$ cat config.mk
export PLATFORM = sky130hd
export DESIGN_NAME = spike_rate_encoder_flat
export DESIGN_NICKNAME = d
export VERILOG_FILES = /design/src/rtl/spike_rate_encoder_pkg.sv /design/src/rtl/spike_rate_encoder_if.sv /design/src/rtl/spike_rate_encoder_channel.sv /design/src/rtl/spike_rate_encoder.sv /design/src/flat_wrapper.sv
export SDC_FILE = /design/constraint.sdc
export NUM_CORES = 1
export LEC_CHECK = 0
export BUFFER_PORTS_ARGS = -buffer_cell sky130_fd_sc_hd__buf_2
export CORE_MARGIN = 10
export CORE_UTILIZATION = 35
export CTS_CLUSTER_SIZE = 30
export DETAILED_ROUTE_END_ITERATION = 7
export SLEW_MARGIN = 20
export SYNTH_ARGS = -nofsm -noshare
export SYNTH_HDL_FRONTEND = slang
export SYNTH_SLANG_ARGS = --single-unit
$ cat constraint.sdc
create_clock -name clk -period 2.3 [get_ports clk]
set_input_delay 0.46 -clock clk [delete_from_list [all_inputs] [get_ports clk]]
set_output_delay 0.46 -clock clk [all_outputs]
set_load 0.02 [all_outputs]
$ cat src/rtl/spike_rate_encoder_pkg.sv
// Shared types and constants for the spike rate encoder: channel geometry, FSM states,
// and the LFSR constants plus helpers used when SPIKE_ENC_LFSR_EN is defined.
package spike_enc_pkg;

  localparam int NUM_CH = 8;
  localparam int RATE_W = 8;

  typedef enum logic [1:0] {
    IDLE = 2'd0,
    RUN  = 2'd1,
    DONE = 2'd2
  } state_e;

  localparam logic [15:0] LFSR_SEED = 16'hACE1;
  localparam logic [15:0] LFSR_TAPS = 16'hB400;

  // Galois form: shift right, fold the taps in when a one falls out of bit 0.
  function automatic logic [15:0] lfsr_next(input logic [15:0] s);
    logic [15:0] n;
    n = s >> 1;
    if (s[0]) n = n ^ LFSR_TAPS;
    return n;
  endfunction

  function automatic logic [RATE_W-1:0] rotl8(input logic [RATE_W-1:0] x, input logic [2:0] n);
    logic [2*RATE_W-1:0] d;
    d = {x, x} << n;
    return d[2*RATE_W-1 -: RATE_W];
  endfunction

endpackage

$ cat src/rtl/spike_rate_encoder_if.sv
// Rate register write bus of the spike rate encoder.
interface spike_rate_encoder_if;
  import spike_enc_pkg::*;

  logic              wr_en;
  logic [2:0]        wr_addr;
  logic [RATE_W-1:0] wr_data;

  modport master (output wr_en, output wr_addr, output wr_data);
  modport slave  (input  wr_en, input  wr_addr, input  wr_data);
endinterface

$ cat src/rtl/spike_rate_encoder_channel.sv
// One encoder channel: rate register, phase accumulator and registered spike bit.
// With SPIKE_ENC_LFSR_EN defined the accumulator is replaced by a compare against a random byte.
module spike_rate_channel
  import spike_enc_pkg::*;
(
  input  logic              clk,
  input  logic              reset,
  input  logic              tick,
  input  logic              clear,
  input  logic              wr,
  input  logic [RATE_W-1:0] data,
`ifdef SPIKE_ENC_LFSR_EN
  input  logic [RATE_W-1:0] rnd,
`endif
  output logic              spike
);

  logic [RATE_W-1:0] rate_q, rate_d;
  logic              spike_q, spike_d;

  // The tick always sees rate_q, so a write landing on a tick cycle applies from the next tick.
  always_comb begin
    rate_d = wr ? data : rate_q;
  end

`ifdef SPIKE_ENC_LFSR_EN
  always_comb begin
    spike_d = tick && !clear && (rnd < rate_q);
  end

  always_ff @(posedge clk or negedge reset) begin
    if (!reset) begin
      rate_q  <= '0;
      spike_q <= 1'b0;
    end else begin
      rate_q  <= rate_d;
      spike_q <= spike_d;
    end
  end
`else
  logic [RATE_W-1:0] acc_q, acc_d;
  logic [RATE_W:0]   sum;

  always_comb begin
    sum     = {1'b0, acc_q} + {1'b0, rate_q};
    acc_d   = acc_q;
    spike_d = 1'b0;
    if (clear) begin
      acc_d = '0;
    end else if (tick) begin
      acc_d   = sum[RATE_W-1:0];
      spike_d = sum[RATE_W];
    end
  end

  always_ff @(posedge clk or negedge reset) begin
    if (!reset) begin
      rate_q  <= '0;
      acc_q   <= '0;
      spike_q <= 1'b0;
    end else begin
      rate_q  <= rate_d;
      acc_q   <= acc_d;
      spike_q <= spike_d;
    end
  end
`endif

  assign spike = spike_q;

endmodule

$ cat src/rtl/spike_rate_encoder.sv
// Eight-channel rate-to-spike encoder: FSM, tick prescaler, window counter and write decode.
// Define SPIKE_ENC_LFSR_EN for stochastic (LFSR compare) spike generation.
module spike_rate_encoder
  import spike_enc_pkg::*;
#(
  parameter logic [23:0] TICK_DIV     = 24'd10_000_000,
  parameter logic [15:0] WINDOW_TICKS = 16'd256
) (
  input  logic                 clk,
  input  logic                 reset,
  input  logic                 en,
  input  logic                 start,
  spike_rate_encoder_if.slave  wr,
  output logic [NUM_CH-1:0]    spikes,
  output logic                 tick,
  output logic                 busy,
  output logic                 done
);

  state_e        state_q, state_d;
  logic [23:0]   presc_q, presc_d;
  logic [15:0]   tick_cnt_q, tick_cnt_d;
  logic          enter_run;
  logic          in_run;
  logic [NUM_CH-1:0] spike_vec;

  always_comb begin
    in_run    = (state_q == RUN);
    enter_run = start && !in_run;
    tick      = in_run && en && (presc_q == TICK_DIV - 24'd1);
  end

  always_comb begin
    state_d = state_q;
    case (state_q)
      IDLE: if (start) state_d = RUN;
      RUN: begin
        if (tick && (WINDOW_TICKS != 16'd0) && (tick_cnt_q + 16'd1 == WINDOW_TICKS))
          state_d = DONE;
      end
      DONE: if (start) state_d = RUN;
      default: state_d = IDLE;
    endcase
  end

  // Prescaler freezes (not clears) while en is low, so a pause resumes mid-period.
  always_comb begin
    presc_d    = presc_q;
    tick_cnt_d = tick_cnt_q;
    if (enter_run) begin
      presc_d    = '0;
      tick_cnt_d = '0;
    end else if (in_run && en) begin
      presc_d = tick ? 24'd0 : presc_q + 24'd1;
      if (tick) tick_cnt_d = tick_cnt_q + 16'd1;
    end
  end

  always_ff @(posedge clk or negedge reset) begin
    if (!reset) begin
      state_q    <= IDLE;
      presc_q    <= '0;
      tick_cnt_q <= '0;
    end else begin
      state_q    <= state_d;
      presc_q    <= presc_d;
      tick_cnt_q <= tick_cnt_d;
    end
  end

`ifdef SPIKE_ENC_LFSR_EN
  logic [15:0] lfsr_q, lfsr_d;

  always_comb begin
    lfsr_d = lfsr_q;
    if (enter_run) lfsr_d = LFSR_SEED;
    else if (tick) lfsr_d = lfsr_next(lfsr_q);
  end

  always_ff @(posedge clk or negedge reset) begin
    if (!reset) lfsr_q <= LFSR_SEED;
    else        lfsr_q <= lfsr_d;
  end
`endif

  for (genvar i = 0; i < NUM_CH; i++) begin : g_ch
    spike_rate_channel u_ch (
      .clk   (clk),
      .reset (reset),
      .tick  (tick),
      .clear (enter_run),
      .wr    (wr.wr_en && (wr.wr_addr == 3'(i))),
      .data  (wr.wr_data),
`ifdef SPIKE_ENC_LFSR_EN
      .rnd   (rotl8(lfsr_q[RATE_W-1:0], 3'(i))),
`endif
      .spike (spike_vec[i])
    );
  end

  // Pending pulses are masked while paused so the neuron sees nothing with en low.
  always_comb begin
    spikes = spike_vec & {NUM_CH{en}};
    busy   = (state_q == RUN);
    done   = (state_q == DONE);
  end

endmodule

$ cat src/flat_wrapper.sv
// flat-port wrapper written by rule: the top's interface ports become plain ports
module spike_rate_encoder_flat import spike_enc_pkg::*;
#(
  parameter logic [23:0] TICK_DIV     = 24'd10_000_000,
  parameter logic [15:0] WINDOW_TICKS = 16'd256
)
  (clk, reset, en, start, spikes, tick, busy, done, wr_wr_en, wr_wr_addr, wr_wr_data);
  spike_rate_encoder_if wr_i ();
  input  logic clk;
  input  logic reset;
  input  logic en;
  input  logic start;
  output logic [NUM_CH-1:0] spikes;
  output logic tick;
  output logic busy;
  output logic done;
  input wire logic [$bits(wr_i.wr_en)-1:0] wr_wr_en;
  input wire logic [$bits(wr_i.wr_addr)-1:0] wr_wr_addr;
  input wire logic [$bits(wr_i.wr_data)-1:0] wr_wr_data;
  assign wr_i.wr_en = wr_wr_en;
  assign wr_i.wr_addr = wr_wr_addr;
  assign wr_i.wr_data = wr_wr_data;
  spike_rate_encoder #(.TICK_DIV(TICK_DIV), .WINDOW_TICKS(WINDOW_TICKS)) u_core (.clk(clk), .reset(reset), .en(en), .start(start), .wr(wr_i), .spikes(spikes), .tick(tick), .busy(busy), .done(done));
endmodule
# After elaboration in Yosys (flattened, before gate mapping)
# Index checks and enable logic that the tools add are counted.
# totals
register_bits	178
in_bits	16
out_inout_bits	11
elab_cells	112
# classes
add_sub_neg	10
n_eq_ne	13
muxes	41
bitwise_logic	1
reduce_logical	20
# ops
cell	count
two-way mux 8 bit	16
adder 8 x 8 -> 9 bit	8
two-way mux 24 bit	3
two-way mux 16 bit	3
adder 24 x 1 -> 24 bit (second input constant)	1
equality test 24 bit (second input constant)	1
adder 16 x 1 -> 16 bit (second input constant)	1
equality test 16 x 9 -> 1 bit (second input constant)	1
two-way mux 1 bit	16
equality test 3 bit (second input constant)	4
logical AND 1 bit	12
bitwise AND 8 bit	1
equality test 3 x 2 -> 1 bit (second input constant)	2
two-way mux 2 bit	2
!= test 2 x 1 -> 1 bit (second input constant)	2
case mux 2 bit (2 select lines)	1
AND reduction 2 bit	2
nonzero test 2 bit	2
equality test 3 x 1 -> 1 bit (second input constant)	1
zero test 3 bit	1
equality test 2 x 1 -> 1 bit (second input constant)	1
equality test 2 bit (second input constant)	1
zero test 2 bit	1
OR reduction 2 bit	1
zero test 1 bit	1

# Logic depth before layout (Yosys ltp)
# Gate-level depths: netlist of the first run.
# logic_depth
ltp_word	6
ltp_mapped	11
depth_no_buf	8

# Hierarchy
# A second synthesis of the first run with hierarchy kept.
# unflattened
hier_cells	1021
area_unflattened_um2	10263.6
# by_module_without_submodules
mod	instances	cells_per_inst	area_each_um2
spike_rate_channel	8	89	953.4
spike_rate_encoder	1	309	2636.3

# Worst setup path after synthesis of the first run
# OpenSTA, ideal clock, no wires.
# synth_path
path_kind	register to register
from	register u_core.g_ch[4].u_ch.rate_q[0]
to	register u_core.g_ch[4].u_ch.acc_q[6]
arrival_ps	1932
setup_slack_ps	258
path_stages_with_launch	8
n_path_buf	0
path_cell_list	dfrtp_1 -> ha_1 -> fa_1 -> a21o_1 -> a21o_1 -> a211oi_1 -> nor2_1 -> o41ai_1
# synth_via
elab_chain_cells	3
# synth_rtl
item	line	text
start, declared	spike_rate_encoder_channel.sv:18	logic [RATE_W-1:0] rate_q, rate_d;
start signal, assigned	spike_rate_encoder_channel.sv:62	rate_q <= rate_d;
adder 8 x 8 -> 9 bit	spike_rate_encoder_channel.sv:45	sum = {1'b0, acc_q} + {1'b0, rate_q};
two-way mux 8 bit	spike_rate_encoder_channel.sv:50	end else if (tick) begin
two-way mux 8 bit	spike_rate_encoder_channel.sv:48	if (clear) begin
end signal, assigned	spike_rate_encoder_channel.sv:59	acc_q <= '0;
end signal, assigned	spike_rate_encoder_channel.sv:63	acc_q <= acc_d;
end, declared	spike_rate_encoder_channel.sv:41	logic [RATE_W-1:0] acc_q, acc_d;
# Every way passes these cells. The select of a mux whose other input is x is not followed.
# A chain may end at the register's enable or synchronous reset.

# Final worst setup path of the first run
# layout_path
from	register u_core.presc_q[14]
to	output tick
# layout_via
elab_chain_cells	2
# layout_rtl
item	line	text
start, declared	spike_rate_encoder.sv:21	logic [23:0] presc_q, presc_d;
start signal, assigned	spike_rate_encoder.sv:66	presc_q <= presc_d;
equality test 24 bit	spike_rate_encoder.sv:30	tick = in_run && en && (presc_q == TICK_DIV - 24'd1);
logical AND 1 bit	spike_rate_encoder.sv:30	
end, declared	flat_wrapper.sv:14	output logic tick;
# Every way passes these cells.

==> flow_metrics.env, run 1 <==
export IMPL_portBuffers=26
export IMPL_nets=1021
export IMPL_synth_compound_area_share_pct=14.7
export IMPL_grt_max_degree=77
export IMPL_dp_hpwl_um=13600
export IMPL_wire_per_inst_um=16.0
export IMPL_worst_pin_slew_ns=0.515
export IMPL_syn_nets=966
export IMPL_root_buffer="clkbuf_16"
export IMPL_cts_max_level=4
export IMPL_layout_drive_gt1_share_pct=19.1
export IMPL_synthFlopType="dfrtp_1"
export IMPL_synthToLayoutAreaGrowth_pct=15.0
export IMPL_clock_sinks=178
export IMPL_drt_iter0_markers=362
export IMPL_slew_headroom_pct=65.5
export IMPL_path_clk_slew_ns=0.07
export IMPL_gp_congestion=0.802
export IMPL_power_density_nw_per_um2=696
export IMPL_syn_avg_cell_area_um2=10.9
export IMPL_dr_pass1_iters=6
export IMPL_synth_yosys_seq_area_share_pct=46.7
export IMPL_wl_met3_um=553
export IMPL_synth_top_area_cell="dfrtp_1"
export IMPL_synthArstFlopShare_pct=100
export IMPL_fin_skew_ns=0.00905
export IMPL_fill_cells=2571
export IMPL_cp_required_ns=1.84
export IMPL_synth_top_family_by_area="compound AO/OA/AOI/OAI gates"
export IMPL_final_area_um2=11000
export IMPL_num_vias=6715
export IMPL_power_leakage_uw=0.00510
export IMPL_crit_path_max_fanout=2
export IMPL_status="completed"
export IMPL_core_area_um2=26900
export IMPL_numCtsBuffers=17
export IMPL_rsz0062_at_grt="yes"
export IMPL_fp_dieW_um=185
export IMPL_synth_xor_area_share_pct=5.87
export IMPL_worst_slack_ns=0.0630
export IMPL_overflow=0
export IMPL_ys_seq_elements=178
export IMPL_grt_pass1_wl_um=34700
export IMPL_postPlaceCellArea_um2=10300
export IMPL_synth_fa_ha_area_share_pct=10.3
export IMPL_final_max_slew_viol_count=0
export IMPL_fin_crit_ns=2.24
export IMPL_cts_tree="built"
export IMPL_finalCritPeriodShare_pct=97.3
export IMPL_hold_viol=0
export IMPL_holdWs_ns=0.348
export IMPL_synth_area_top_cells="dfrtp_1 47%, ha_1 8.7%, mux2_2 7.6%"
export IMPL_clockBufferDepth=2
export IMPL_synth_warnings=0
export IMPL_die_height_um=185
export IMPL_wl_um=20600
export IMPL_fmax_mhz=447
export IMPL_viasPerCell=5.23
export IMPL_setup_viol=0
export IMPL_worstPathArrival_ns=1.78
export IMPL_synth_simple_area_share_pct=12.9
export IMPL_ant_nets=0
export IMPL_grt_pass1_vias=6837
export IMPL_vdd_ir_drop_max_mv=0.447
export IMPL_clk_latency_ns=0.43
export IMPL_startpoint_type="flip-flop"
export IMPL_yosysMostFrequentCell="dfrtp_1"
export IMPL_wl_met2_um=9620
export IMPL_place_ws_ns=0.0830
export IMPL_netlist_area_um2=9550
export IMPL_wl_met1_um=10300
export IMPL_drc=0
export IMPL_synth_edf_count=0
export IMPL_die_area_um2=34300
export IMPL_synth_commonest_cells="178 x dfrtp_1, 83 x o21ai_0, 75 x nand2_1"
export IMPL_antenna_found_initial=0
export IMPL_crit_type="flip-flop to output port"
export IMPL_initial_core_util_pct=35.5
export IMPL_netlist_instances=876
export IMPL_maxCapViolations=0
export IMPL_synth_top_area_share_pct=46.7
export IMPL_min_path_type="input pin to flip-flop"
export IMPL_grtUsageTotal_pct=12.6
export IMPL_ios=27
export IMPL_rows=60
export IMPL_ys_types=60
export IMPL_muxShareOfSynthArea_pct=7.66
export IMPL_maxUsedRoutingLayer="met4"
export IMPL_crit_path_end_kind="output port"
-- through the flow --
stage                     setup TNS, ns  total power [uW]  instances  utilization [%]
after floorplan                       0              4420        876                -
after global placement                0              4690       1246             38.2
after detailed placement              0              4730       1246             38.2
after CTS                      -0.00127              7700       1284             40.6
after global routing            -0.0754              8020       1284             40.8
final                                 0              7630       1285             40.8
-- critical path, stage by stage, from the launching register on --
cell	delay, ns
dfrtp_1	0.39
nor4bb_2	0.31
buf_4	0.16
nand4_1	0.06
nand4b_4	0.22
clkinv_4	0.09
buf_8	0.12
-- placed cells by master, fill, tap and decap left out, types with 4 or more instances in the layout --
cell,count
xor2_1,44
a31oi_1,5
nor2b_1,5
a21o_1,26
ha_1,66
buf_4,30
fa_1,5
nand3_1,17
inv_1,7
and3_1,10
o21ai_0,81
clkbuf_16,17
or3_1,4
a211oi_1,10
mux2_2,64
nand4_1,9
o31ai_1,6
o21bai_1,4
xnor2_1,20
a2111oi_0,4
o21a_1,4
dfrtp_1,178
nor3_1,15
inv_6,7
nor2_1,67
buf_12,5
a22o_1,18
a21oi_1,26
nor4_1,4
o41ai_1,11
o31a_1,4
nand2_1,75
and2_1,13
buf_2,24
-- power by group --
part / leakage, uW / internal, uW / switching, uW
Clock: 0.000290 / 1650 / 1300
Sequential: 0.00234 / 3420 / 207
Combinational: 0.00247 / 536 / 516
Total: 0.00510 / 5610 / 2020
-- registers in the layout, indices dropped and copies added (netlist names) --
signal / flops
u_core.g_ch.u_ch.rate_q: 64
u_core.state_q: 2
u_core.g_ch.u_ch.acc_q: 64
u_core.presc_q: 24
u_core.g_ch.u_ch.spike: 8
u_core.tick_cnt_q: 16
-- final timing paths --
| path | from | endpoint | slack [ns] | cells past startpoint |
|---|---|---|---|---|
| max reg2reg | u_core.presc_q[1] | u_core.presc_q[23] | 0.11 | 8 |
| min in group asynchronous | reset | u_core.tick_cnt_q[14] | 0.55 | 2 |
| max in group asynchronous | reset | u_core.g_ch[6].u_ch.rate_q[6] | 1.01 | 3 |
| min | start | u_core.tick_cnt_q[2] | 0.35 | 2 |
| min reg2reg | u_core.g_ch[2].u_ch.acc_q[3] | u_core.g_ch[2].u_ch.acc_q[3] | 0.49 | 2 |
| max | u_core.presc_q[14] | tick | 0.06 | 6 |
-- layout make-up --
class / count / area (um^2) / share of cell area, %
Clock inverter: 12 / 144 / 1.31
Antenna cell: 1 / 2.50 / 0.0228
Sequential cell: 178 / 4450 / 40.6
Timing Repair Buffer: 63 / 495 / 4.51
Tap cell: 341 / 427 / 3.89
Multi-Input combinational cell: 663 / 4970 / 45.3
Inverter: 8 / 35.0 / 0.319
Clock buffer: 19 / 443 / 4.04
-- kinds of logic (layout without fill, tap and decap cells) --
kind of cell / after synthesis / after routing
compound gates: 216 / 216
xor+xnor: 64 / 64
fa+ha+maj: 74 / 74
buf+inv: 35 / 102
flops: 178 / 178
mux: 65 / 65
other cells: 0 / 1
simple gates: 244 / 244
-- what timing repair did --
action | CTS | global route
gates resized for setup | 6 | 15
hold buffers | 1 | 0
endpoints found under the setup margin | 1 | 12
buffers inserted | 6 | 0
endpoints found under the hold margin | 43 | 0
pin swaps | 2 | 2
-- per-layer routing --
metal,track usage [%],vias up
met3,2.76,9
met1,16.4,3333
li1,-,3302
met2,20.9,71
met5,0,-
met4,2.70,0
(Power assumes the default switching activity.)
==> run 2, diff against run 1 <==
CORE_UTILIZATION = 55   (was 35)
PLACE_DENSITY_LB_ADDON = 0.05   (was default)
clock period = 2.8 ns   (was 2.3 ns; I/O delays follow)
==> flow_metrics.env, run 2 (same netlist as run 1, synthesis figures left out) <==
export IMPL_ios=27
export IMPL_crit_path_max_fanout=11
export IMPL_pwr_share_comb_pct=13.8
export IMPL_path_buf_inv=2
export IMPL_antenna_found_initial=0
export IMPL_fin_skew_ns=0.0167
export IMPL_wl_um=21000
export IMPL_grt_pass1_wl_um=35100
export IMPL_max_stage_delay_ns=0.42
export IMPL_cts_hold_buf=0
export IMPL_r2r_slack_ns=0.46
export IMPL_die_height_um=152
export IMPL_p_seq_share_pct=47.4
export IMPL_portBuffers=26
export IMPL_maxCapViolations=0
export IMPL_final_common_cell="dfrtp_1"
export IMPL_rr_worst_depth=7
export IMPL_worst_pin_slew_ns=0.745
export IMPL_power_leakage_uw=0.00495
export IMPL_num_vias=6838
export IMPL_synthToLayoutAreaGrowth_pct=10.6
export IMPL_power_density_nw_per_um2=595
export IMPL_setup_viol=0
export IMPL_dp_hpwl_um=13700
export IMPL_drc=0
export IMPL_root_buffer="clkbuf_16"
export IMPL_crit_type="flip-flop to output port"
export IMPL_post_cts_buffers=0
export IMPL_slew_headroom_pct=50.0
export IMPL_status="completed"
export IMPL_layout_drive_gt1_share_pct=16.2
export IMPL_r2r_start="u_core.presc_q[0]"
export IMPL_finalPower_uw=6280
export IMPL_mostFrequentLayoutCells="178 x dfrtp_1, 83 x o21ai_0, 75 x nand2_1"
export IMPL_cts_tree="built"
export IMPL_viasPerCell=5.96
export IMPL_crit_family="simple AND/OR/NAND/NOR gates"
export IMPL_cp_required_ns=2.24
export IMPL_intPower_uw=4600
export IMPL_cts_max_level=4
export IMPL_ant_nets=0
export IMPL_clockPowerShare_pct=38.8
export IMPL_nets=999
export IMPL_grtUsageTotal_pct=19.1
export IMPL_initial_core_util_pct=55.6
export IMPL_die_area_um2=23000
export IMPL_vdd_ir_drop_max_mv=0.455
export IMPL_clockBufferDepth=2
export IMPL_clock_sinks=178
export IMPL_fp_dieW_um=152
export IMPL_fin_crit_ns=2.62
export IMPL_core_area_um2=17200
export IMPL_numCtsBuffers=17
export IMPL_min_path_type="input pin to async pin"
export IMPL_grt_pass1_vias=7123
export IMPL_rsz0062_at_grt="no"
export IMPL_hold_viol=0
export IMPL_clk_latency_ns=0.44
export IMPL_crit_path_top_delay_cell="dfrtp_1"
export IMPL_drt_iter0_markers=352
export IMPL_fmax_mhz=382
export IMPL_wire_per_inst_um=18.3
export IMPL_grt_max_degree=72
export IMPL_setup_tns_ns=0
export IMPL_num_antenna_cells=0
export IMPL_gp_congestion=0.849
export IMPL_top_regs="u_core.g_ch.u_ch.acc_q: 64 flops, u_core.g_ch.u_ch.rate_q: 64 flops, u_core.presc_q: 24 flops"
export IMPL_rows=48
export IMPL_path_clk_slew_ns=0.07
export IMPL_worstPathArrival_ns=2.06
export IMPL_finalCritPeriodShare_pct=93.5
export IMPL_p_sw_uw=1690
export IMPL_crit_path_end_kind="output port"
export IMPL_final_max_slew_viol_count=0
export IMPL_rr_endpoint="u_core.g_ch[2].u_ch.acc_q[3]"
export IMPL_cts_resized=0
export IMPL_startpoint_type="flip-flop"
export IMPL_overflow=0
export IMPL_path_cells="nor4bb_1, nand4_1, nand4b_4, inv_2, buf_2"
export IMPL_power_share_switching_pct=26.8
export IMPL_dr_pass1_iters=5
-- run 2: power groups by stage --
stage	registers (uW)	logic, uW	clock network, uW
final	2980	866	2440
after floorplan	2980	655	0
after CTS	2980	873	2480
after detailed placement	3030	866	0
after global placement	3010	818	0
after global routing	3010	983	2590
-- run 2: worst max-delay path by stage --
stage                     cells past startpoint                            to                     startpoint  slack [ns]
final                                         5                          tick             u_core.presc_q[14]        0.18
after global routing                          5                          tick             u_core.presc_q[14]        0.07
after CTS                                     5                          tick             u_core.presc_q[14]        0.16
after detailed placement                      7  u_core.g_ch[5].u_ch.acc_q[6]                             en        0.37
after global placement                        7  u_core.g_ch[4].u_ch.acc_q[6]                             en        0.46
after floorplan                               7  u_core.g_ch[4].u_ch.acc_q[6]  u_core.g_ch[4].u_ch.rate_q[0]        0.76
-- run 2: final cells by class --
cell class | instances | area, um^2
sequential | 178 | 4450
inverter | 8 | 30.0
clock inverter | 13 | 154
fill | 1415 | 6620
timing repair buffer | 41 | 274
tap | 225 | 282
multi-input combinational | 663 | 4920
clock buffer | 19 | 443
-- run 2: per-layer routing --
layer | vias up | global-route usage [%] | part of all wire (%)
li1 | 3254 | - | -
met4 | 0 | 5.86 | 1.4
met3 | 24 | 3.09 | 3.0
met5 | - | 0 | 0
met2 | 94 | 32.7 | 50
met1 | 3466 | 24.3 | 46
-- run 2: metrics by stage --
stage / hold slack, ns / instances / worst slack (ns) / utilization [%] / instance area [um^2]
2_1_floorplan: 0.264 / 876 / 0.758 / - / 9550
5_1_grt: 0.189 / 1147 / 0.0722 / 61.5 / 10600
4_1_cts: 0.158 / 1147 / 0.158 / 61.5 / 10600
3_3_place_gp: 0.460 / 1115 / 0.455 / 58.0 / 9960
6_report: 0.136 / 1147 / 0.182 / 61.5 / 10600
3_5_place_dp: 0.475 / 1115 / 0.372 / 58.0 / 9960
-- run 2: worst register-to-register path, delay by kind of cell, from the launching register on --
| kind | cells | cell delay [ns] |
|---|---|---|
| AND/OR/NAND/NOR | 3 | 0.50 |
| AO/OA/AOI/OAI | 1 | 0.25 |
| buffers and inverters | 2 | 0.80 |
| flip-flops | 1 | 0.41 |
| adder cells (fa/ha/maj) | 1 | 0.23 |
